**src/rtl/cc_pkg.sv**
```systemverilog
// Shared constants and types for the cache line-fill path.
// Address split is {tag, index, offset}; a line is BEATS memory beats.
// Beat number is the low part of the data SRAM address.
package cc_pkg;

   localparam int TAG_W  = 18;
   localparam int IDX_W  = 8;
   localparam int OFF_W  = 6;
   localparam int DATA_W = 64;
   localparam int ADDR_W = TAG_W + IDX_W + OFF_W;
   localparam int BEATS  = (2**OFF_W) * 8 / DATA_W;
   localparam int BEAT_W = $clog2(BEATS);
   localparam int LEN_W  = 4;

   typedef enum logic [2:0] {
      ST_IDLE = 3'd0,
      ST_INV  = 3'd1,
      ST_REQ  = 3'd2,
      ST_DATA = 3'd3,
      ST_TAG  = 3'd4,
      ST_DONE = 3'd5
   } fill_state_t;

   typedef struct packed {
      logic             valid;
      logic [TAG_W-1:0] tag;
   } tag_entry_t;

   // Line-aligned byte address of a {tag, index} pair.
   function automatic logic [ADDR_W-1:0] line_addr(input logic [TAG_W-1:0] tag,
                                                   input logic [IDX_W-1:0] idx);
      return {tag, idx, {OFF_W{1'b0}}};
   endfunction

endpackage

```
**src/rtl/cc_line_fill.sv**
```systemverilog
// Purpose: on a tag miss, invalidate the victim, burst-fetch the line into the data SRAM, revalidate the tag, return the requested word.
// Latency: with arready/rvalid always high, tag invalidate 1 cycle after miss, done pulse 12 cycles after miss.
// Backpressure: holds the read request until arready, writes beats only on rvalid; busy_o stalls upstream for the whole fill.
module cc_line_fill
   import cc_pkg::*;
(
   input  logic                    clk,
   input  logic                    rst_n,
   input  logic                    miss_i,
   input  logic [TAG_W-1:0]        tag_i,
   input  logic [IDX_W-1:0]        index_i,
   input  logic [OFF_W-1:0]        offset_i,
   output logic                    busy_o,
   output logic                    mem_arvalid_o,
   input  logic                    mem_arready_i,
   output logic [ADDR_W-1:0]       mem_araddr_o,
   output logic [LEN_W-1:0]        mem_arlen_o,
   input  logic                    mem_rvalid_i,
   output logic                    mem_rready_o,
   input  logic [DATA_W-1:0]       mem_rdata_i,
   input  logic                    mem_rlast_i,
   output logic                    data_wren_o,
   output logic [IDX_W+BEAT_W-1:0] data_waddr_o,
   output logic [DATA_W-1:0]       data_wdata_o,
   output logic                    tag_wren_o,
   output logic [IDX_W-1:0]        tag_waddr_o,
   output logic [TAG_W:0]          tag_wdata_o,
   output logic                    fill_done_o,
   output logic [DATA_W-1:0]       fill_word_o,
   output logic                    err_o
);

   fill_state_t       state_q, state_d;
   logic [TAG_W-1:0]  tag_q, tag_d;
   logic [IDX_W-1:0]  index_q, index_d;
   logic [BEAT_W-1:0] word_sel_q, word_sel_d;
   logic [BEAT_W-1:0] beat_cnt_q, beat_cnt_d;
   logic [DATA_W-1:0] fill_word_q, fill_word_d;
   logic              err_q, err_d;

   logic              beat;
   logic              last_beat;
   tag_entry_t        tag_entry;

   // Only the beat-select bits of the offset matter; the byte-in-word bits are dropped.
   logic              unused_offset_lsbs;
   assign unused_offset_lsbs = ^offset_i[OFF_W-BEAT_W-1:0];

   assign beat      = (state_q == ST_DATA) && mem_rvalid_i;
   assign last_beat = (beat_cnt_q == BEAT_W'(BEATS-1));

   // Next-state: FSM sequencing, miss capture, beat counting, word capture and rlast checking.
   always_comb begin
      state_d     = state_q;
      tag_d       = tag_q;
      index_d     = index_q;
      word_sel_d  = word_sel_q;
      beat_cnt_d  = beat_cnt_q;
      fill_word_d = fill_word_q;
      err_d       = err_q;
      case (state_q)
         ST_IDLE: begin
            if (miss_i) begin
               tag_d      = tag_i;
               index_d    = index_i;
               word_sel_d = offset_i[OFF_W-1:OFF_W-BEAT_W];
               state_d    = ST_INV;
            end
         end
         ST_INV: begin
            beat_cnt_d = '0;
            state_d    = ST_REQ;
         end
         ST_REQ: begin
            if (mem_arready_i) state_d = ST_DATA;
         end
         ST_DATA: begin
            if (beat) begin
               beat_cnt_d = beat_cnt_q + BEAT_W'(1);
               if (beat_cnt_q == word_sel_q) fill_word_d = mem_rdata_i;
               // Our own count decides the end of the line; a disagreeing rlast is only flagged.
               if (mem_rlast_i != last_beat) err_d = 1'b1;
               if (last_beat) state_d = ST_TAG;
            end
         end
         ST_TAG:  state_d = ST_DONE;
         ST_DONE: state_d = ST_IDLE;
         default: state_d = ST_IDLE;
      endcase
   end

   // Outputs decoded from state; everything not owned by the current state is driven to zero.
   always_comb begin
      busy_o        = (state_q != ST_IDLE);
      mem_arvalid_o = 1'b0;
      mem_araddr_o  = '0;
      mem_arlen_o   = '0;
      mem_rready_o  = 1'b0;
      data_wren_o   = 1'b0;
      data_waddr_o  = '0;
      data_wdata_o  = '0;
      tag_wren_o    = 1'b0;
      tag_waddr_o   = '0;
      tag_entry     = '0;
      fill_done_o   = 1'b0;
      fill_word_o   = '0;
      case (state_q)
         ST_INV: begin
            tag_wren_o      = 1'b1;
            tag_waddr_o     = index_q;
            tag_entry.valid = 1'b0;
            tag_entry.tag   = tag_q;
         end
         ST_REQ: begin
            mem_arvalid_o = 1'b1;
            mem_araddr_o  = line_addr(tag_q, index_q);
            mem_arlen_o   = LEN_W'(BEATS-1);
         end
         ST_DATA: begin
            mem_rready_o = 1'b1;
            if (mem_rvalid_i) begin
               data_wren_o  = 1'b1;
               data_waddr_o = {index_q, beat_cnt_q};
               data_wdata_o = mem_rdata_i;
            end
         end
         ST_TAG: begin
            tag_wren_o      = 1'b1;
            tag_waddr_o     = index_q;
            tag_entry.valid = 1'b1;
            tag_entry.tag   = tag_q;
         end
         ST_DONE: begin
            fill_done_o = 1'b1;
            fill_word_o = fill_word_q;
         end
         default: ;
      endcase
   end

   assign tag_wdata_o = tag_entry;
   assign err_o       = err_q;

   // State registers; reset abandons any fill in progress.
   always_ff @(posedge clk or negedge rst_n) begin
      if (!rst_n) begin
         state_q     <= ST_IDLE;
         tag_q       <= '0;
         index_q     <= '0;
         word_sel_q  <= '0;
         beat_cnt_q  <= '0;
         fill_word_q <= '0;
         err_q       <= 1'b0;
      end else begin
         state_q     <= state_d;
         tag_q       <= tag_d;
         index_q     <= index_d;
         word_sel_q  <= word_sel_d;
         beat_cnt_q  <= beat_cnt_d;
         fill_word_q <= fill_word_d;
         err_q       <= err_d;
      end
   end

endmodule
```
**config.mk**
```make
export PLATFORM = sky130hd
export DESIGN_NAME = cc_line_fill
export DESIGN_NICKNAME = d
export VERILOG_FILES = /design/src/rtl/cc_pkg.sv /design/src/rtl/cc_line_fill.sv
export SDC_FILE = /design/constraint.sdc
export NUM_CORES = 1
export LEC_CHECK = 0
export ABC_CLOCK_PERIOD_IN_PS = 2450
export CAP_MARGIN = 20
export CORE_MARGIN = 2
export CORE_UTILIZATION = 39
export CTS_BUF_LIST = sky130_fd_sc_hd__clkbuf_16
export DETAILED_ROUTE_END_ITERATION = 10
export PLACE_DENSITY = 0.81
export REMOVE_ABC_BUFFERS = 1
export SYNTH_ARGS = -nofsm -noshare
export SYNTH_HDL_FRONTEND = slang
export SYNTH_SLANG_ARGS = --single-unit
export TNS_END_PERCENT = 20
```
**constraint.sdc**
```tcl
create_clock -name clk -period 2.45 [get_ports clk]
set_input_delay 0.245 -clock clk [delete_from_list [all_inputs] [get_ports clk]]
set_output_delay 0.245 -clock clk [all_outputs]
set_load 0.005 [all_outputs]
```
# Word-level counts from Yosys, hierarchy flattened
# Index checks and enable logic that the tools add are counted.
# W data, S select, Z words.
# word_totals
ff_bits	100
out_inout_bits	209
# op_classes
n_addsub	1
reduce_logical	10
mux	22
n_eq_ne	12
# op_table
operator	count
$mux W64	3
$pmux W19 S2	1
$mux W32	1
$mux W11	2
$mux W3	6
$pmux W3 S5	1
$eq A3 B3 Y1 const B	3
$mux W8	1
$ne A2 B2 Y1 const B	4
$eq A3 B2 Y1 const B	2
$mux W1	6
$pmux W3 S2	1
$reduce_and A3 Y1	2
$reduce_and A2 Y1	2
$reduce_and A4 Y1	1
$add A3 B1 Y3 const B	1
$eq A3 B1 Y1 const B	1
$eq A3 B3 Y1	1
$logic_not A3 Y1	1
$reduce_bool A3 Y1	1
$reduce_bool A2 Y1	1
$reduce_or A2 Y1	1
$logic_and A1 B1 Y1	1
$ne A1 B1 Y1	1

# Logic depth before layout (Yosys ltp)
# Gate-level depths: netlist (run 1).
# depth
word_depth	4
mapped_depth	6

# Worst setup path before layout (run 1)
# No wires, ideal clock.
# synth_path
path_kind	flip-flop to flip-flop
start	register state_q[0]
end	register tag_q[10]
stages_incl_launch_ff	7
arrival_ns	1.597
period_less_slack_ns	1.722
required_ns	2.325
slack_ns	0.728
cell_sequence	dfrtp_1 > buf_2 > or3_4 > nor2_2 > buf_6 > buf_8 > mux2_2
# synth_via
elab_chain_cells	2
# synth_rtl
element	line	rtl
start, declared	cc_line_fill.sv:33	fill_state_t state_q, state_d;
start signal, assigned	cc_line_fill.sv:155	state_q <= state_d;
$logic_not A3 Y1	cc_line_fill.sv:61	case (state_q)
$reduce_and A2 Y1 (no line)	n/a	
end signal, assigned	cc_line_fill.sv:156	tag_q <= tag_d;
end, declared	cc_line_fill.sv:34	logic [TAG_W-1:0] tag_q, tag_d;
# No other way between the ends.
# A chain may end at the register's enable or synchronous reset.

# Worst setup path after layout (run 1)
# layout_path
start	register state_q[1]
end	output fill_word_o[12]
# layout_via
elab_chain_cells	2
# layout_rtl
element	line	rtl
$eq A3 B3 Y1	cc_line_fill.sv:107	case (state_q)
$mux W64	cc_line_fill.sv:107	
end, declared	cc_line_fill.sv:29	output logic [DATA_W-1:0] fill_word_o,
# No other way between the ends.

==> impl_metrics.env, run 1 <==
export IMPL_status="finished, violations left"
export IMPL_violations="negative hold slack"
export IMPL_path_class="register to output port"
export IMPL_globalRouteOverflowTotal=0
export IMPL_cts_made_buffers=9
export IMPL_firstDrtPassIters=4
export IMPL_drt_wirelength_per_cell_um=16.5
export IMPL_antenna_cells=0
export IMPL_drive_above_1_share=0.175
export IMPL_cts_tree="done"
export IMPL_synth_adder_area_share=0.00452
export IMPL_r2r_start="state_q[0]"
export IMPL_die_h_um=123
export IMPL_vias=4379
export IMPL_synthArstFlopShare=1.00
export IMPL_synth_main_ff_cell="dfrtp_1"
export IMPL_synthToLayoutAreaGrowth_pct=62.8
export IMPL_worst_pin_slew_ps=700
export IMPL_synth_top_family_by_area="simple AND/OR/NAND/NOR gates"
export IMPL_place_worst_setup_slack_ps=156
export IMPL_timing_hold_ws_ps=-2.95
export IMPL_ys_seq_elements=100
export IMPL_layout_common_cells="clkdlybuf4s50_1, and2_1, dfrtp_1, mux2_4, mux2_2"
export IMPL_clock_root_buffer="clkbuf_16"
export IMPL_p_int_uw=5630
export IMPL_endpoint_kind="output port"
export IMPL_leakagePower_uw=0.00395
export IMPL_timing_rr_end="fill_word_q[51]"
export IMPL_multiInputGateArea_um2=2790
export IMPL_core_area_um2=13900
export IMPL_skew_ps=5.40
export IMPL_dp_hpwl_um=11600
export IMPL_fillers=1038
export IMPL_hold_viol_final=5
export IMPL_yosysSeqAreaShare=0.452
export IMPL_cts_max_level=3
export IMPL_grt_pass1_vias=4500
export IMPL_crit_start="state_q[1]"
export IMPL_maxCapViolCount=0
export IMPL_powerDensity_nw_per_um2=870
export IMPL_start_util=0.399
export IMPL_drt_initial_drc_count=127
export IMPL_rsz0062_at_grt="true"
export IMPL_grt_max_degree=55
export IMPL_die_area_um2=15200
export IMPL_synthXorXnorAreaFrac=0.00633
export IMPL_setup_viol=0
export IMPL_hold_path_class="primary input to async pin"
export IMPL_fmax_ghz=0.425
export IMPL_yosys_warnings=0
export IMPL_vias_per_cell=4.66
export IMPL_io_pins=311
export IMPL_period_minus_slack_ps=2350
export IMPL_combinationalPowerShare=0.437
export IMPL_finalPower_uw=7840
export IMPL_clk_pin_slew_ps=60
export IMPL_place_gp_congestion=0.771
export IMPL_syn_area_um2=5530
export IMPL_reg2reg_slack_ps=510
export IMPL_fin_util=0.649
export IMPL_grtUsageTotal=0.198
export IMPL_swShare=0.282
export IMPL_clock_sinks=100
export IMPL_synthCells=467
export IMPL_grt_pass1_wl_um=23100
export IMPL_slew_headroom=0.533
export IMPL_cp_start_kind="register"
export IMPL_fp_dieW_um=123
export IMPL_final_antenna_net_count=0
export IMPL_final_nets=860
export IMPL_cp_arrival_ps=2110
export IMPL_synthMuxAreaShare=0.232
export IMPL_r2r_cells=5
export IMPL_power_switching_uw=2210
export IMPL_drc=0
export IMPL_power_frac_seq=0.374
export IMPL_insertion_delay_ps=340
export IMPL_synth_distinct_cells=33
export IMPL_cts_buffer_depth=2
export IMPL_synth_avg_cell_area_um2=11.8
export IMPL_drt_wl_total_um=15500
export IMPL_final_seq_area_um2=2510
export IMPL_synth_compound_area_frac=0.0133
export IMPL_fin_ws_ps=98.6
export IMPL_period_share=0.960
export IMPL_portBuffers=300
export IMPL_pwr_share_clk=0.188
export IMPL_num_rows=43
export IMPL_vdd_drop_max_uv=430
export IMPL_final_common_cell="clkdlybuf4s50_1"
export IMPL_antenna_found_initial=0
export IMPL_critPathCapture="fill_word_o[12]"
export IMPL_synth_edf_count=0
export IMPL_required_ps=2200
export IMPL_crit_path_max_fanout=21
export IMPL_finalMaxSlewViolations=0
export IMPL_synth_simple_area_share=0.239
## cell usage after synthesis (all sizes together), types with 2 or more instances
cell type / count / area [um2]
mux2: 93 / 1270
nor2: 5 / 21.3
or3: 2 / 17.5
o21ai: 2 / 10.0
nand2b: 2 / 12.5
and2: 192 / 1200
dfrtp: 100 / 2500
a22o: 4 / 35.0
inv: 3 / 11.3
xnor2: 3 / 26.3
nor3: 2 / 10.0
buf: 24 / 206
ha: 2 / 25.0
nand2: 3 / 11.3
clkbuf: 18 / 67.6
## critical path, cell delays in order (launching register included)
cell             delay, ps
dfrtp_2                480
inv_1                  150
and3_4                 270
buf_6                  190
and2_1                 140
clkdlybuf4s50_1        540
## power by group through the flow
stage | clock network (uW) | logic (uW) | registers (uW)
after floorplan | 0 | 2100 | 2770
after global placement | 0 | 3330 | 2890
after detailed placement | 0 | 3430 | 2950
after CTS | 1510 | 3460 | 2940
after global routing | 1580 | 3690 | 3040
final | 1480 | 3430 | 2940
## layout make-up
cell class | count | share of cell area
sequential | 100 | 0.278
multi-input combinational | 328 | 0.310
clock buffer | 9 | 0.0250
inverter | 3 | 0.00125
timing repair buffer | 314 | 0.352
tap | 180 | 0.0250
clock inverter | 6 | 0.00889
## cells by family after synthesis
kind of cell,count (synthesis)
simple gates,211
flops,100
mux,94
buf+inv,45
compound gates,10
xor+xnor,4
fa+ha+maj,2
other cells,1
## worst min-delay path by stage
stage / to / from / slack (ps) / depth (start not counted)
floorplan: beat_cnt_q[0] / rst_n / -50 / 0
global placement: tag_q[11] / rst_n / 370 / 2
finish: tag_q[8] / rst_n / -3 / 2
detailed placement: tag_q[11] / rst_n / 390 / 2
CTS: tag_q[11] / rst_n / 20 / 2
global route: tag_q[11] / rst_n / 40 / 2
## metrics by stage
step                      instances  TNS (ps)  cell area, um2
final                           940         0            9010
after detailed placement        922         0            8650
after global routing            940         0            9010
after global placement          922         0            8650
after CTS                       937    -0.902            8970
after floorplan                 431    -78140            5280
## state kept, by name (all words and copies together), names as in the netlist
signal / count
tag_q: 18
beat_cnt_q: 3
word_sel_q: 3
err_o: 1
fill_word_q: 64
state_q: 3
index_q: 8
## metal layers
metal	up-vias	global-route usage	routed length, um
li1	2080	-	-
met1	2071	0.222	5820
met2	207	0.362	8020
met3	21	0.0549	1370
met4	0	0.0646	286
met5	-	0	0
## what timing repair did
| action | CTS | global route |
|---|---|---|
| cloned | 0 | 1 |
| gates resized for setup | 4 | 7 |
| setup endpoints to repair | 53 | 130 |
| hold buffers | 0 | 0 |
| setup buffers | 0 | 2 |
| pin swaps | 0 | 0 |
Note: power is estimated with default switching activity, not from simulation.
==> run 2: changes to the inputs <==
--- a/config.mk
+++ b/config.mk
@@ -12,7 +12,6 @@
 export CTS_BUF_LIST = sky130_fd_sc_hd__clkbuf_16
 export DETAILED_ROUTE_END_ITERATION = 10
 export PLACE_DENSITY = 0.81
-export REMOVE_ABC_BUFFERS = 1
 export SYNTH_ARGS = -nofsm -noshare
 export SYNTH_HDL_FRONTEND = slang
 export SYNTH_SLANG_ARGS = --single-unit
==> impl_metrics.env, run 2 (synthesis results as in run 1) <==
export IMPL_cts_tree="done"
export IMPL_p_int_uw=5400
export IMPL_tns_ps=0
export IMPL_die_area_um2=15200
export IMPL_maxCapViolCount=0
export IMPL_drt_initial_drc_count=168
export IMPL_io_pins=311
export IMPL_period_share=0.966
export IMPL_finalMaxSlewViolations=0
export IMPL_clock_sinks=100
export IMPL_vias_per_cell=4.69
export IMPL_path_class="register to output port"
export IMPL_drt_wl_total_um=16000
export IMPL_cp_start_kind="register"
export IMPL_cp_arrival_ps=2120
export IMPL_grt_pass1_wl_um=24300
export IMPL_clock_root_buffer="clkbuf_16"
export IMPL_grt_max_degree=66
export IMPL_pwr_share_clk=0.162
export IMPL_antenna_found_initial=0
export IMPL_dpl_cell_area_um2=8640
export IMPL_hold_viol_final=0
export IMPL_final_antenna_net_count=0
export IMPL_slew_headroom=0.569
export IMPL_power_switching_uw=2180
export IMPL_vias=4403
export IMPL_swShare=0.288
export IMPL_final_nets=857
export IMPL_top_register="fill_word_q"
export IMPL_num_rows=43
export IMPL_drc=0
export IMPL_drt_wirelength_per_cell_um=17.0
export IMPL_antenna_cells=0
export IMPL_min_from="err_o"
export IMPL_powerDensity_nw_per_um2=847
export IMPL_power_frac_seq=0.390
export IMPL_crit_start="state_q[1]"
export IMPL_insertion_delay_ps=330
export IMPL_grt_pass1_vias=4671
export IMPL_fmax_ghz=0.422
export IMPL_globalRouteOverflowTotal=0
export IMPL_fp_dieW_um=123
export IMPL_start_util=0.399
export IMPL_fin_ws_ps=82.7
export IMPL_crit_path_max_fanout=32
export IMPL_finalPower_uw=7580
export IMPL_cts_buffer_depth=2
export IMPL_place_worst_setup_slack_ps=153
export IMPL_portBuffers=300
export IMPL_layout_common_cells="clkdlybuf4s50_1, and2_1, dfrtp_1, mux2_4, mux2_2"
export IMPL_leakagePower_uw=0.00393
export IMPL_core_area_um2=13900
export IMPL_fin_util=0.645
export IMPL_hold_path_class="register to register"
export IMPL_worst_pin_slew_ps=646
export IMPL_skew_ps=7.14
export IMPL_firstDrtPassIters=4
export IMPL_combinationalPowerShare=0.447
export IMPL_cts_max_level=3
export IMPL_period_minus_slack_ps=2370
export IMPL_setup_viol=0
export IMPL_final_common_cell="clkdlybuf4s50_1"
export IMPL_top_regs="fill_word_q x64, tag_q x18, index_q x8"
export IMPL_required_ps=2200
export IMPL_final_area_um2=8950
export IMPL_endpoint_kind="output port"
export IMPL_status="finished, final reports clean"
export IMPL_largest_register_ffs=64
export IMPL_r2r_start="state_q[2]"
export IMPL_drive_above_1_share=0.165
export IMPL_place_gp_congestion=0.782
export IMPL_clk_pin_slew_ps=70
export IMPL_grtUsageTotal=0.205
export IMPL_dp_hpwl_um=11800
export IMPL_cts_made_buffers=9
export IMPL_vdd_drop_max_uv=421
export IMPL_die_h_um=123
export IMPL_synthToLayoutAreaGrowth_pct=61.7
-- run 2: worst paths after layout --
check,end,slack (ps),cells past startpoint
worst max-delay path,fill_word_o[61],80,5
worst min-delay path,err_o,470,1
worst max register to register,fill_word_q[31],540,5
worst min register to register,err_o,470,1
max in group asynchronous,state_q[2],1220,3
min in group asynchronous,fill_word_q[55],490,2
-- run 2: timing repair --
item                                   4_1_cts  5_1_grt
setup endpoints to repair                    0      111
setup buffers                                0        0
resized for setup                            0        6
endpoints found under the hold margin       49        0
hold buffers                                 1        0
-- run 2: critical path, stage by stage, from the launching register on --
cell and delay, ps:
dfrtp_2 470, inv_1 140, and3_2 280, clkbuf_16 230, and2_1 160, clkdlybuf4s50_1 520
-- run 2: stage by stage --
| stage | hold slack [ps] | std cells |
|---|---|---|
| after CTS | 467 | 937 |
| final | 472 | 938 |
| after global routing | 490 | 938 |
| after detailed placement | 311 | 920 |
| after floorplan | -50.6 | 473 |
| after global placement | 303 | 920 |
-- run 2: area by class of cell --
cell class	instances	area, um2
repair buffers	311	3170
clock inverters	7	27.5
flip-flops and latches	100	2510
inverters	3	11.3
well taps	180	225
fillers	1075	4930
clock buffers	9	225
multi-input cells	328	2780
-- run 2: layer usage --
metal  track usage  routed length [um]  vias up
li1              -                   -     2064
met1         0.232                6150     2138
met2         0.386                8430      186
met3        0.0489                1220       15
met4        0.0504                 180        0
met5             0                   0        -
-- run 2: power by group through the flow --
stage	clock, uW	sequential [uW]	combinational, uW
floorplan	0	2750	2220
detailed placement	0	2970	3390
finish	1230	2960	3390
CTS	1270	2960	3420
global placement	0	2920	3300
global route	1330	3070	3680
